==> config.mk <==
export PLATFORM = sky130hd
export DESIGN_NAME = axi_ar_rr_arbiter
export DESIGN_NICKNAME = d
export VERILOG_FILES = /design/src/rtl/axi_ar_rr_arbiter.sv
export SDC_FILE = /design/constraint.sdc
export NUM_CORES = 1
export LEC_CHECK = 0
export BUFFER_PORTS_ARGS = -buffer_cell sky130_fd_sc_hd__clkbuf_2
export CAP_MARGIN = 5
export CORE_MARGIN = 1.5
export CORE_UTILIZATION = 28
export CTS_CLUSTER_DIAMETER = 100
export DETAILED_ROUTE_END_ITERATION = 7
export HOLD_SLACK_MARGIN = 0.06
export PLACE_DENSITY = 0.9
export SKIP_LAST_GASP = 1
export SLEW_MARGIN = 20
export SYNTH_ARGS = -nofsm -noshare
export SYNTH_HDL_FRONTEND = slang
export SYNTH_SLANG_ARGS = --single-unit
==> constraint.sdc <==
create_clock -name ACLK -period 1.55 [get_ports ACLK]
set_input_delay 0.0775 -clock ACLK [delete_from_list [all_inputs] [get_ports ACLK]]
set_output_delay 0.0775 -clock ACLK [all_outputs]
set_load 0.1 [all_outputs]
==> src/rtl/axi_ar_rr_arbiter.sv <==
// Round-robin AR arbiter: one master holds the lock from grant until its RLAST beat is accepted; losers see ARREADY_M=0.
// Grant 1 cycle after request; defining AR_ARB_OUTREG_EN adds a registered AR slice (+1 cycle, flop-driven *_S outputs).
module axi_ar_rr_arbiter #(
  parameter int NUM_MST = 2,
  parameter int ID_W = 4,
  parameter int ADDR_W = 32,
  parameter int LEN_W = 4,
  parameter logic [ADDR_W-1:0] IDLE_ADDR = 32'h0003_0000,
  localparam int IDX_W = $clog2(NUM_MST)
) (
  input  logic                      ACLK,
  input  logic                      ARESETn,
  input  logic [NUM_MST*ID_W-1:0]   ARID_M,
  input  logic [NUM_MST*ADDR_W-1:0] ARADDR_M,
  input  logic [NUM_MST*LEN_W-1:0]  ARLEN_M,
  input  logic [NUM_MST*3-1:0]      ARSIZE_M,
  input  logic [NUM_MST*2-1:0]      ARBURST_M,
  input  logic [NUM_MST-1:0]        ARVALID_M,
  output logic [NUM_MST-1:0]        ARREADY_M,
  output logic [IDX_W+ID_W-1:0]     ARID_S,
  output logic [ADDR_W-1:0]         ARADDR_S,
  output logic [LEN_W-1:0]          ARLEN_S,
  output logic [2:0]                ARSIZE_S,
  output logic [1:0]                ARBURST_S,
  output logic                      ARVALID_S,
  input  logic                      ARREADY_S,
  input  logic                      RVALID_S,
  input  logic                      RLAST_S,
  input  logic [NUM_MST-1:0]        RREADY_M,
  output logic [IDX_W-1:0]          grant_idx,
  output logic                      grant_vld
);

  typedef enum logic [1:0] {S_IDLE, S_ADDR, S_DATA} state_t;

  state_t           state_q, state_d;
  logic [IDX_W-1:0] grant_q, grant_d, ptr_q, ptr_d, pick_idx, grant_inc;
  logic             pick_vld, g_arvalid, last_hs;
  logic [ID_W-1:0]  g_id;
  logic [ADDR_W-1:0] g_addr;
  logic [LEN_W-1:0] g_len;
  logic [2:0]       g_size;
  logic [1:0]       g_burst;

  assign g_id      = ARID_M[int'(grant_q)*ID_W +: ID_W];
  assign g_addr    = ARADDR_M[int'(grant_q)*ADDR_W +: ADDR_W];
  assign g_len     = ARLEN_M[int'(grant_q)*LEN_W +: LEN_W];
  assign g_size    = ARSIZE_M[int'(grant_q)*3 +: 3];
  assign g_burst   = ARBURST_M[int'(grant_q)*2 +: 2];
  assign g_arvalid = ARVALID_M[grant_q];
  assign last_hs   = RVALID_S & RLAST_S & RREADY_M[grant_q];
  assign grant_inc = (int'(grant_q) == NUM_MST-1) ? '0 : grant_q + 1'b1;

  assign grant_idx = grant_q;
  assign grant_vld = (state_q != S_IDLE);

  // Scan from ptr downwards so the lowest offset from ptr is the last (winning) assignment.
  always_comb begin
    int j;
    pick_vld = 1'b0;
    pick_idx = '0;
    j = 0;
    for (int k = NUM_MST-1; k >= 0; k--) begin
      j = int'(ptr_q) + k;
      if (j >= NUM_MST) j = j - NUM_MST;
      if (ARVALID_M[j]) begin
        pick_vld = 1'b1;
        pick_idx = IDX_W'(j);
      end
    end
  end

  always_ff @(posedge ACLK or negedge ARESETn) begin
    if (!ARESETn) begin
      state_q <= S_IDLE;
      grant_q <= '0;
      ptr_q   <= '0;
    end else begin
      state_q <= state_d;
      grant_q <= grant_d;
      ptr_q   <= ptr_d;
    end
  end

`ifdef AR_ARB_OUTREG_EN
  logic                  sl_vld, mst_hs;
  logic [IDX_W+ID_W-1:0] sl_id;
  logic [ADDR_W-1:0]     sl_addr;
  logic [LEN_W-1:0]      sl_len;
  logic [2:0]            sl_size;
  logic [1:0]            sl_burst;

  assign mst_hs = (state_q == S_ADDR) & ~sl_vld & g_arvalid;

  // Slice returns to idle values once drained so the *_S bus reads as idle outside ADDR.
  always_ff @(posedge ACLK or negedge ARESETn) begin
    if (!ARESETn) begin
      sl_vld   <= 1'b0;
      sl_id    <= '0;
      sl_addr  <= IDLE_ADDR;
      sl_len   <= '0;
      sl_size  <= '0;
      sl_burst <= '0;
    end else if (mst_hs) begin
      sl_vld   <= 1'b1;
      sl_id    <= {grant_q, g_id};
      sl_addr  <= g_addr;
      sl_len   <= g_len;
      sl_size  <= g_size;
      sl_burst <= g_burst;
    end else if (sl_vld & ARREADY_S) begin
      sl_vld   <= 1'b0;
      sl_id    <= '0;
      sl_addr  <= IDLE_ADDR;
      sl_len   <= '0;
      sl_size  <= '0;
      sl_burst <= '0;
    end
  end

  assign ARVALID_S = sl_vld;
  assign ARID_S    = sl_id;
  assign ARADDR_S  = sl_addr;
  assign ARLEN_S   = sl_len;
  assign ARSIZE_S  = sl_size;
  assign ARBURST_S = sl_burst;
`endif

  always_comb begin
    state_d   = state_q;
    grant_d   = grant_q;
    ptr_d     = ptr_q;
    ARREADY_M = '0;
`ifndef AR_ARB_OUTREG_EN
    ARVALID_S = 1'b0;
    ARID_S    = '0;
    ARADDR_S  = IDLE_ADDR;
    ARLEN_S   = '0;
    ARSIZE_S  = '0;
    ARBURST_S = '0;
`endif
    case (state_q)
      S_IDLE: begin
        if (pick_vld) begin
          grant_d = pick_idx;
          state_d = S_ADDR;
        end
      end
      S_ADDR: begin
`ifdef AR_ARB_OUTREG_EN
        ARREADY_M[grant_q] = ~sl_vld;
        if (mst_hs) ptr_d = grant_inc;
        if (sl_vld & ARREADY_S) state_d = S_DATA;
`else
        ARVALID_S          = g_arvalid;
        ARID_S             = {grant_q, g_id};
        ARADDR_S           = g_addr;
        ARLEN_S            = g_len;
        ARSIZE_S           = g_size;
        ARBURST_S          = g_burst;
        ARREADY_M[grant_q] = ARREADY_S;
        if (g_arvalid & ARREADY_S) begin
          state_d = S_DATA;
          ptr_d   = grant_inc;
        end
`endif
      end
      S_DATA: begin
        if (last_hs) state_d = S_IDLE;
      end
      default: state_d = S_IDLE;
    endcase
  end

endmodule
==> impl_metrics.py, run 1 <==
metrics = {
    "run_status": {
        "status": "did not finish",
        "lastStage": "clock tree synthesis",
        "tool.error": "[ERROR DPL-0033] detailed placement checks failed during check placement.",
    },
    "synth": {
        "ys.warnings.count": 0,
        "synth_seq_cells": 4,
        "synth_edf_count": 0,
        "synth_area_leaders": "mux2i_1, nor2_1, dfrtp_1",
        "netlist_area_sq_um": 930,
        "synth_common_cells": "nor2_1, mux2i_1, buf_2",
        "synthCells": 127,
        "seq_area_frac_synth_pct": 10.8,
        "ys.flop_type": "dfrtp_1",
        "synth_top_area_share_pct": 47.4,
        "syn_avg_cell_area_sq_um": 7.32,
        "async_flop_share_pct": 100,
        "yosysUniqueCellTypes": 22,
        "yosysTopAreaCell": "mux2i_1",
        "synth_nets": 226,
        "synth.most_common_cell": "nor2_1",
    },
    "floorplan": {
        "initial_core_util_pct": 30.0,
        "rows": 20,
        "fp.dieH_microns": 60.6,
        "die_w_microns": 60.6,
        "ioPinCount": 150,
    },
    "placed_design": {
        "gp_congestion": 0.820,
        "port_buffers": 149,
        "dp_hpwl_microns": 5630,
    },
    "clocking": {
        "cts_buffers": 3,
        "cts.sinks": 4,
        "hold_buffers": 1,
        "clk_path_buf_depth": 2,
        "cts_max_level": 1,
        "root_buffer": "clkbuf_4",
        "cts-resized-gates": 31,
        "post_cts_buffers": 3,
    },
}
-- cells by family after synthesis --
family,synth area share (%)
AO/OA/AOI/OAI,5.65
flip-flops,10.8
multiplexers,49.8
buffers and inverters,8.21
AND/OR/NAND/NOR,25.6
-- stage by stage --
stage          util [%]  std cells  worst slack (ns)  cell area [sq um]
3_5_place_dp       92.5        314             0.113               2870
3_3_place_gp       92.5        314             0.169               2870
2_1_floorplan         -        127            -0.132               1320
==> run 2, diff against run 1 <==
Settings changed: CORE_AREA set to 2 2 63 65, CORE_MARGIN 1.5 to unset, CORE_UTILIZATION 28 to unset, CTS_CLUSTER_DIAMETER 100 to unset, DIE_AREA set to 0 0 65 67, HOLD_SLACK_MARGIN 0.06 to unset, PLACE_DENSITY 0.9 to unset, PLACE_DENSITY_LB_ADDON set to 0.15.
==> run 2 against run 1 <==
Against the previous run:
- the flow now finishes, with violations (negative setup slack)
- synthesized cell count unchanged
- synthesized area unchanged
==> impl_metrics.py, run 2 <==
metrics = {
    "sta": {
        "finalHoldViolations": 0,
        "setup_ws_ns": -0.0435,
        "skew_ns": 0.00436,
        "max_freq_ghz": 0.628,
        "setup_viol": 6,
        "rsz0062_at_grt": "true",
        "worst_slew_pin_slew_ns": 0.539,
        "fin_crit_sh_pct": 103,
        "finalMaxSlewViolations": 0,
        "maxSlewHeadroom_pct": 64.2,
        "min_period_ns": 1.59,
    },
    "worst_setup_path": {
        "reg2reg_depth": 3,
        "crit_path_start_kind": "flop",
        "timing.rr.end": "ptr_q",
        "cp_data_arrival_time_ns": 1.52,
        "crit_fanout": 16,
        "r2r_setup_slack_ns": 0.25,
        "endpoint_kind": "output port",
        "crit_required_ns": 1.47,
        "reg2reg_from": "state_q[0]",
        "criticalPathCategory": "flop to output port",
    },
    "grt": {
        "grt.total_usage_pct": 22.0,
        "grt_pass1_vias": 1603,
        "grt_pass1_wl_microns": 7450,
        "antenna_found_initial": 0,
        "grt_start_max_net_pins": 18,
        "globalRouteOverflowTotal": 0,
    },
    "clocking": {
        "cts_tree": "built",
        "cts.sinks": 4,
        "cts_buffers": 3,
        "clk_pin_slew_ns": 0.03,
        "clk_path_buf_depth": 2,
        "cts_max_level": 1,
        "root_buffer": "clkbuf_8",
        "clk_latency_ns": 0.22,
    },
    "route": {
        "viasPerCell": 4.78,
        "post_drt_wl_per_cell_microns": 16.1,
        "antenna_left": 0,
        "drtIter0Drc": 31,
        "dr_total_vias": 1578,
        "first_pass_iters": 4,
        "drc": 0,
        "routed_wl_microns": 5300,
    },
    "run": {
        "maxCapViolCount": 0,
    },
    "min_path": {
        "hold_end": "grant_idx",
        "worstHoldStart": "ARVALID_M[0]",
        "hold_depth": 2,
        "hold_path_class": "input port to flop",
    },
    "synth": {
        "async_flop_share_pct": 100,
        "yosysTopAreaCell": "mux2i_1",
        "synth.most_common_cell": "nor2_1",
        "netlist_area_sq_um": 930,
        "ys.flop_type": "dfrtp_1",
        "yosysUniqueCellTypes": 22,
        "synth_seq_cells": 4,
        "synth_nets": 226,
        "synth_edf_count": 0,
        "synthCells": 127,
        "synth_top_area_share_pct": 47.4,
        "synth_common_cells": "nor2_1, mux2i_1, buf_2",
        "seq_area_frac_synth_pct": 10.8,
        "syn_avg_cell_area_sq_um": 7.32,
        "ys.warnings.count": 0,
        "synth_area_leaders": "mux2i_1, nor2_1, dfrtp_1",
    },
    "floorplan": {
        "die_w_microns": 65,
        "fp.dieH_microns": 67,
        "initial_core_util_pct": 25.8,
        "fp.coreArea_sq_um": 3610,
        "fp.dieArea_sq_um": 4360,
        "rows": 22,
        "ioPinCount": 150,
    },
    "cells_and_area": {
        "largest_register_ffs": 2,
        "nNetsFinal": 382,
        "final_area_sq_um": 3110,
        "final_cell_mix": "clkbuf_2, buf_12, nor2_4",
        "drive_gt1_share_pct": 86.5,
        "area_delta_synth_final_pct": 235,
        "fillCellCount": 190,
        "diodes": 0,
        "layout_commonest_cell": "clkbuf_2",
        "top_register": "state_q",
    },
    "placed_design": {
        "pre_cts_ws_ns": 0.121,
        "dp_hpwl_microns": 4200,
        "gp_congestion": 0.782,
        "port_buffers": 149,
        "dpl_cell_area_sq_um": 2910,
    },
    "run_status": {
        "violations": "negative setup slack",
        "status": "finished with violations",
    },
}
==> run 2: logic make-up (layout without fill, tap and decap cells) <==
family,after synthesis,in the layout,share of synthesized area [%]
AOI/OAI and AO/OA,8,8,5.65
buffers and inverters,13,167,8.21
muxes,45,45,49.8
DFF,4,4,10.8
and+or+nand+nor,57,58,25.6
==> run 2: worst max-delay path by stage <==
stage / end / cells past startpoint / slack (ns) / start
after floorplan: ARADDR_S[0] / 4 / -0.13 / grant_idx
after global placement: ARLEN_S[3] / 4 / 0.16 / grant_idx
after detailed placement: ARLEN_S[1] / 4 / 0.12 / grant_idx
after CTS: ARADDR_S[8] / 4 / -0.03 / grant_idx
after global routing: ARID_S[3] / 4 / -0.09 / grant_idx
final: ARID_S[3] / 4 / -0.04 / grant_idx
==> run 2: what timing repair did <==
item                                    4_1_cts  5_1_grt
gates resized for setup                       7       24
hold endpoints to repair                      4        0
cloned                                        0        1
endpoints found under the setup margin       38       39
hold buffers                                  1        0
buffers inserted                              1        1
==> run 2: critical path, stage by stage, from the launching register on <==
cell,delay [ns]
dfrtp_4,0.50
buf_12,0.19
mux2i_1,0.36
nor2_4,0.06
buf_12,0.17
==> run 2: routing by layer <==
layer / up-vias / track usage [%] / wire length (microns)
li1: 749 / - / -
met1: 711 / 20.0 / 1650
met2: 106 / 45.7 / 3010
met3: 12 / 7.09 / 526
met4: 0 / 5.85 / 114
met5: - / 0 / 0
==> run 2: through the flow <==
step	instances	TNS [ns]	util [%]	hold WS, ns
after global routing	330	-1.07	86.3	0.137
after CTS	328	-0.153	83.0	0.116
after detailed placement	322	0	80.6	-0.109
after global placement	322	0	80.6	-0.110
after floorplan	127	-5.20	-	-0.218
final	330	-0.0928	86.3	0.120
==> run 2: final cells by class <==
| type | count | area [sq um] | share of cell area, % |
|---|---|---|---|
| multi-input cells | 111 | 1240 | 40.0 |
| repair buffers | 161 | 1650 | 53.1 |
| well taps | 48 | 60.1 | 1.93 |
| flip-flops and latches | 4 | 104 | 3.34 |
| inverters | 2 | 7.51 | 0.241 |
| clock buffers | 4 | 45.0 | 1.45 |
Power of run 2 is not shown: default switching activity piles up to over one toggle a cycle in this logic, so the estimate is an artifact.
==> run 3, diff against run 2 <==
Settings changed: CELL_PAD_IN_SITES_DETAIL_PLACEMENT set to 1, CELL_PAD_IN_SITES_GLOBAL_PLACEMENT set to 2, CORE_AREA 2 2 63 65 to unset, CORE_MARGIN set to 1.5, CORE_UTILIZATION set to 11, DIE_AREA 0 0 65 67 to unset.
==> run 3 against run 2 <==
Against the previous run:
- the run now ends clean
- wire length fell by 2.0%
- design area increased by 1.0%
- non-clock buffer count is 1 lower
- hold slack worse by 0.015 ns
- final cell count increased by 17%
- clock skew increased by 0.0010 ns
- sequential share of layout area about the same
- critical path type unchanged
- highest routed layer unchanged
==> impl_metrics.py, run 3 (same netlist as run 2, synthesis figures left out) <==
metrics = {
    "grt": {
        "grt_busiest_layer": "met2",
        "grt_use_met1_pct": 12.2,
        "grt_start_max_net_pins": 21,
        "grtUsageMet2_pct": 22.4,
        "grt_use_met3_pct": 2.58,
        "antenna_found_initial": 0,
        "grt_pass1_vias": 1595,
        "globalRouteOverflowTotal": 0,
        "grt_pass1_wl_microns": 8020,
        "grt.total_usage_pct": 11.5,
    },
    "min_path": {
        "worstHoldStart": "ARVALID_M[0]",
        "hold_end": "grant_idx",
        "hold_path_class": "input port to flop",
        "hold_depth": 2,
    },
    "cells_and_area": {
        "layout_commonest_cell": "clkbuf_2",
        "largest_register_ffs": 2,
        "multi_input_area_sq_um": 1210,
        "nNetsFinal": 380,
        "drive_gt1_share_pct": 85.0,
        "instances_no_fill": 385,
        "final_cell_mix": "clkbuf_2, buf_12, nor2_4",
        "area_delta_synth_final_pct": 238,
        "top_register": "state_q",
        "diodes": 0,
        "utilization_pct": 38.3,
        "fillCellCount": 909,
        "register_area_sq_um": 104,
    },
    "sta": {
        "skew_ns": 0.00537,
        "fin_crit_sh_pct": 98.7,
        "finalMaxSlewViolations": 0,
        "max_freq_ghz": 0.654,
        "setup_viol": 0,
        "maxSlewHeadroom_pct": 63.8,
        "min_period_ns": 1.53,
        "setup_ws_ns": 0.0204,
        "finalHoldViolations": 0,
        "rsz0062_at_grt": "true",
        "worst_slew_pin_slew_ns": 0.545,
    },
    "placed_design": {
        "dp.cells": 377,
        "pre_cts_ws_ns": 0.146,
        "port_buffers": 149,
        "dp_hpwl_microns": 4440,
        "gp_congestion": 0.742,
    },
    "worst_setup_path": {
        "crit_required_ns": 1.47,
        "endpoint_kind": "output port",
        "cp_data_arrival_time_ns": 1.45,
        "criticalPathCategory": "flop to output port",
        "reg2reg_from": "grant_idx",
        "crit_path_start_kind": "flop",
        "crit_fanout": 15,
        "timing.rr.end": "state_q[0]",
        "r2r_setup_slack_ns": 0.15,
        "reg2reg_depth": 4,
    },
    "clocking": {
        "cts_max_level": 1,
        "clk_latency_ns": 0.22,
        "clk_path_buf_depth": 2,
        "clk_pin_slew_ns": 0.04,
        "cts_buffers": 3,
        "cts_tree": "built",
        "cts.sinks": 4,
        "root_buffer": "clkbuf_8",
    },
    "route": {
        "viasPerCell": 3.93,
        "first_pass_iters": 3,
        "antenna_left": 0,
        "post_drt_wl_per_cell_microns": 13.5,
        "dr_total_vias": 1512,
        "drtIter0Drc": 33,
        "drc": 0,
        "routed_wl_microns": 5200,
    },
    "floorplan": {
        "die_w_microns": 94.9,
        "fp.dieArea_sq_um": 9010,
        "ioPinCount": 150,
        "initial_core_util_pct": 11.3,
        "fp.dieH_microns": 94.9,
        "fp.coreArea_sq_um": 8220,
        "rows": 33,
    },
    "run": {
        "maxCapViolCount": 0,
    },
    "run_status": {
        "status": "complete, no violations",
    },
}
[run 3: cell count changes in the layout (fill, tap and decap cells not counted), sizes merged]
cell    previous run  this run
nand2b             2         1
buf               61        60
[run 3: critical path: stages (launching register included)]
cell     delay, ns
dfrtp_4       0.48
buf_12        0.20
mux2i_2       0.30
nor2_4        0.07
buf_12        0.17
[run 3: worst max-delay path by stage]
stage / startpoint / endpoint / slack, ns
after floorplan: grant_idx / ARADDR_S[0] / -0.13
after global placement: grant_idx / ARADDR_S[28] / 0.16
after detailed placement: grant_idx / ARADDR_S[3] / 0.15
after CTS: grant_idx / ARADDR_S[21] / 0.01
after global routing: grant_idx / ARADDR_S[26] / -0.03
final: grant_idx / ARADDR_S[3] / 0.02
[run 3: layer usage]
layer  wire length [microns]  up-vias
li1                        -      744
met1                    1750      689
met2                    2900       73
met3                     460        6
met4                      78        0
met5                       0        -
[run 3: final cells by class]
type / count / share of cell area [%]
timing repair buffer: 160 / 52.3
multi-input combinational: 110 / 38.5
tap: 105 / 4.18
sequential: 4 / 3.30
clock buffer: 4 / 1.43
inverter: 2 / 0.239
[run 3: per-stage QoR]
step	TNS [ns]	cell area, sq um	hold slack, ns
after detailed placement	0	2970	-0.105
after CTS	0	3070	0.104
after global routing	-0.622	3140	0.112
after global placement	0	2970	-0.103
after floorplan	-5.20	1320	-0.218
final	0	3140	0.105
[run 3: timing repair]
item | in CTS | in global routing
hold buffers | 1 | 0
endpoints found under the setup margin | 41 | 40
buffers inserted | 2 | 1
endpoints found under the hold margin | 4 | 0
gates resized for setup | 8 | 15
Power of run 3 is left out for the same reason.
==> run 4, diff against run 3 <==
Settings changed: BUFFER_PORTS_ARGS -buffer_cell sky130_fd_sc_hd__clkbuf_2 to unset, CORE_UTILIZATION 11 to 25, DONT_BUFFER_PORTS set to 1, RECOVER_POWER set to 50.
==> run 4 against run 3 <==
Against the previous run:
- the run now fails in global routing
- synthesized area did not move
- synthesized cell count unchanged
==> impl_metrics.py, run 4 <==
metrics = {
    "floorplan": {
        "initial_core_util_pct": 27.0,
        "fp.dieH_microns": 64.0,
        "ioPinCount": 150,
        "die_w_microns": 64.0,
        "rows": 21,
    },
    "sta": {
        "worstEndpointGrtRepair": "ARLEN_S[1]",
        "worstEndpointType": "output port",
    },
    "synth": {
        "netlist_area_sq_um": 930,
        "ys.warnings.count": 0,
        "synth_nets": 226,
        "syn_avg_cell_area_sq_um": 7.32,
        "async_flop_share_pct": 100,
        "yosysTopAreaCell": "mux2i_1",
        "seq_area_frac_synth_pct": 10.8,
        "synth_seq_cells": 4,
        "yosysUniqueCellTypes": 22,
        "synth_top_area_share_pct": 47.4,
        "synth_edf_count": 0,
        "ys.flop_type": "dfrtp_1",
        "synth_area_leaders": "mux2i_1, nor2_1, dfrtp_1",
        "synth.most_common_cell": "nor2_1",
        "synth_common_cells": "nor2_1, mux2i_1, buf_2",
        "synthCells": 127,
    },
    "placed_design": {
        "dp_hpwl_microns": 4020,
        "gp_congestion": 0.682,
        "dp.cells": 218,
        "dpl_cell_area_sq_um": 2360,
        "port_buffers": 0,
        "pre_cts_ws_ns": 0.0746,
    },
    "clocking": {
        "cts.sinks": 4,
        "clk_path_buf_depth": 2,
        "cts_max_level": 1,
        "cts_buffers": 3,
        "root_buffer": "clkbuf_8",
    },
    "grt": {
        "grt_start_max_net_pins": 25,
        "antenna_found_initial": 1,
    },
    "run_status": {
        "status": "did not finish",
        "lastStage": "global routing",
        "tool.error": "[ERROR DPL-0033] detailed placement checks failed during check placement.",
    },
}
[run 4: cell counts after synthesis]
Identical to the previous run, type by type.
[run 4: cells by family after synthesis]
logic type             synth area share, %
and+or+nand+nor                       25.6
muxes                                 49.8
buffers and inverters                 8.21
DFF                                   10.8
AOI/OAI and AO/OA                     5.65
[run 4: timing repair]
item                       CTS
pin swaps                    0
hold buffers                 2
resized for setup           20
hold endpoints to repair     5
setup endpoints to repair   41
setup buffers                2
[run 4: per-stage QoR]
stage	util (%)	TNS (ns)
2_1_floorplan	-	-5.20
3_3_place_gp	68.6	0
3_5_place_dp	68.6	0
4_1_cts	73.2	-0.0153
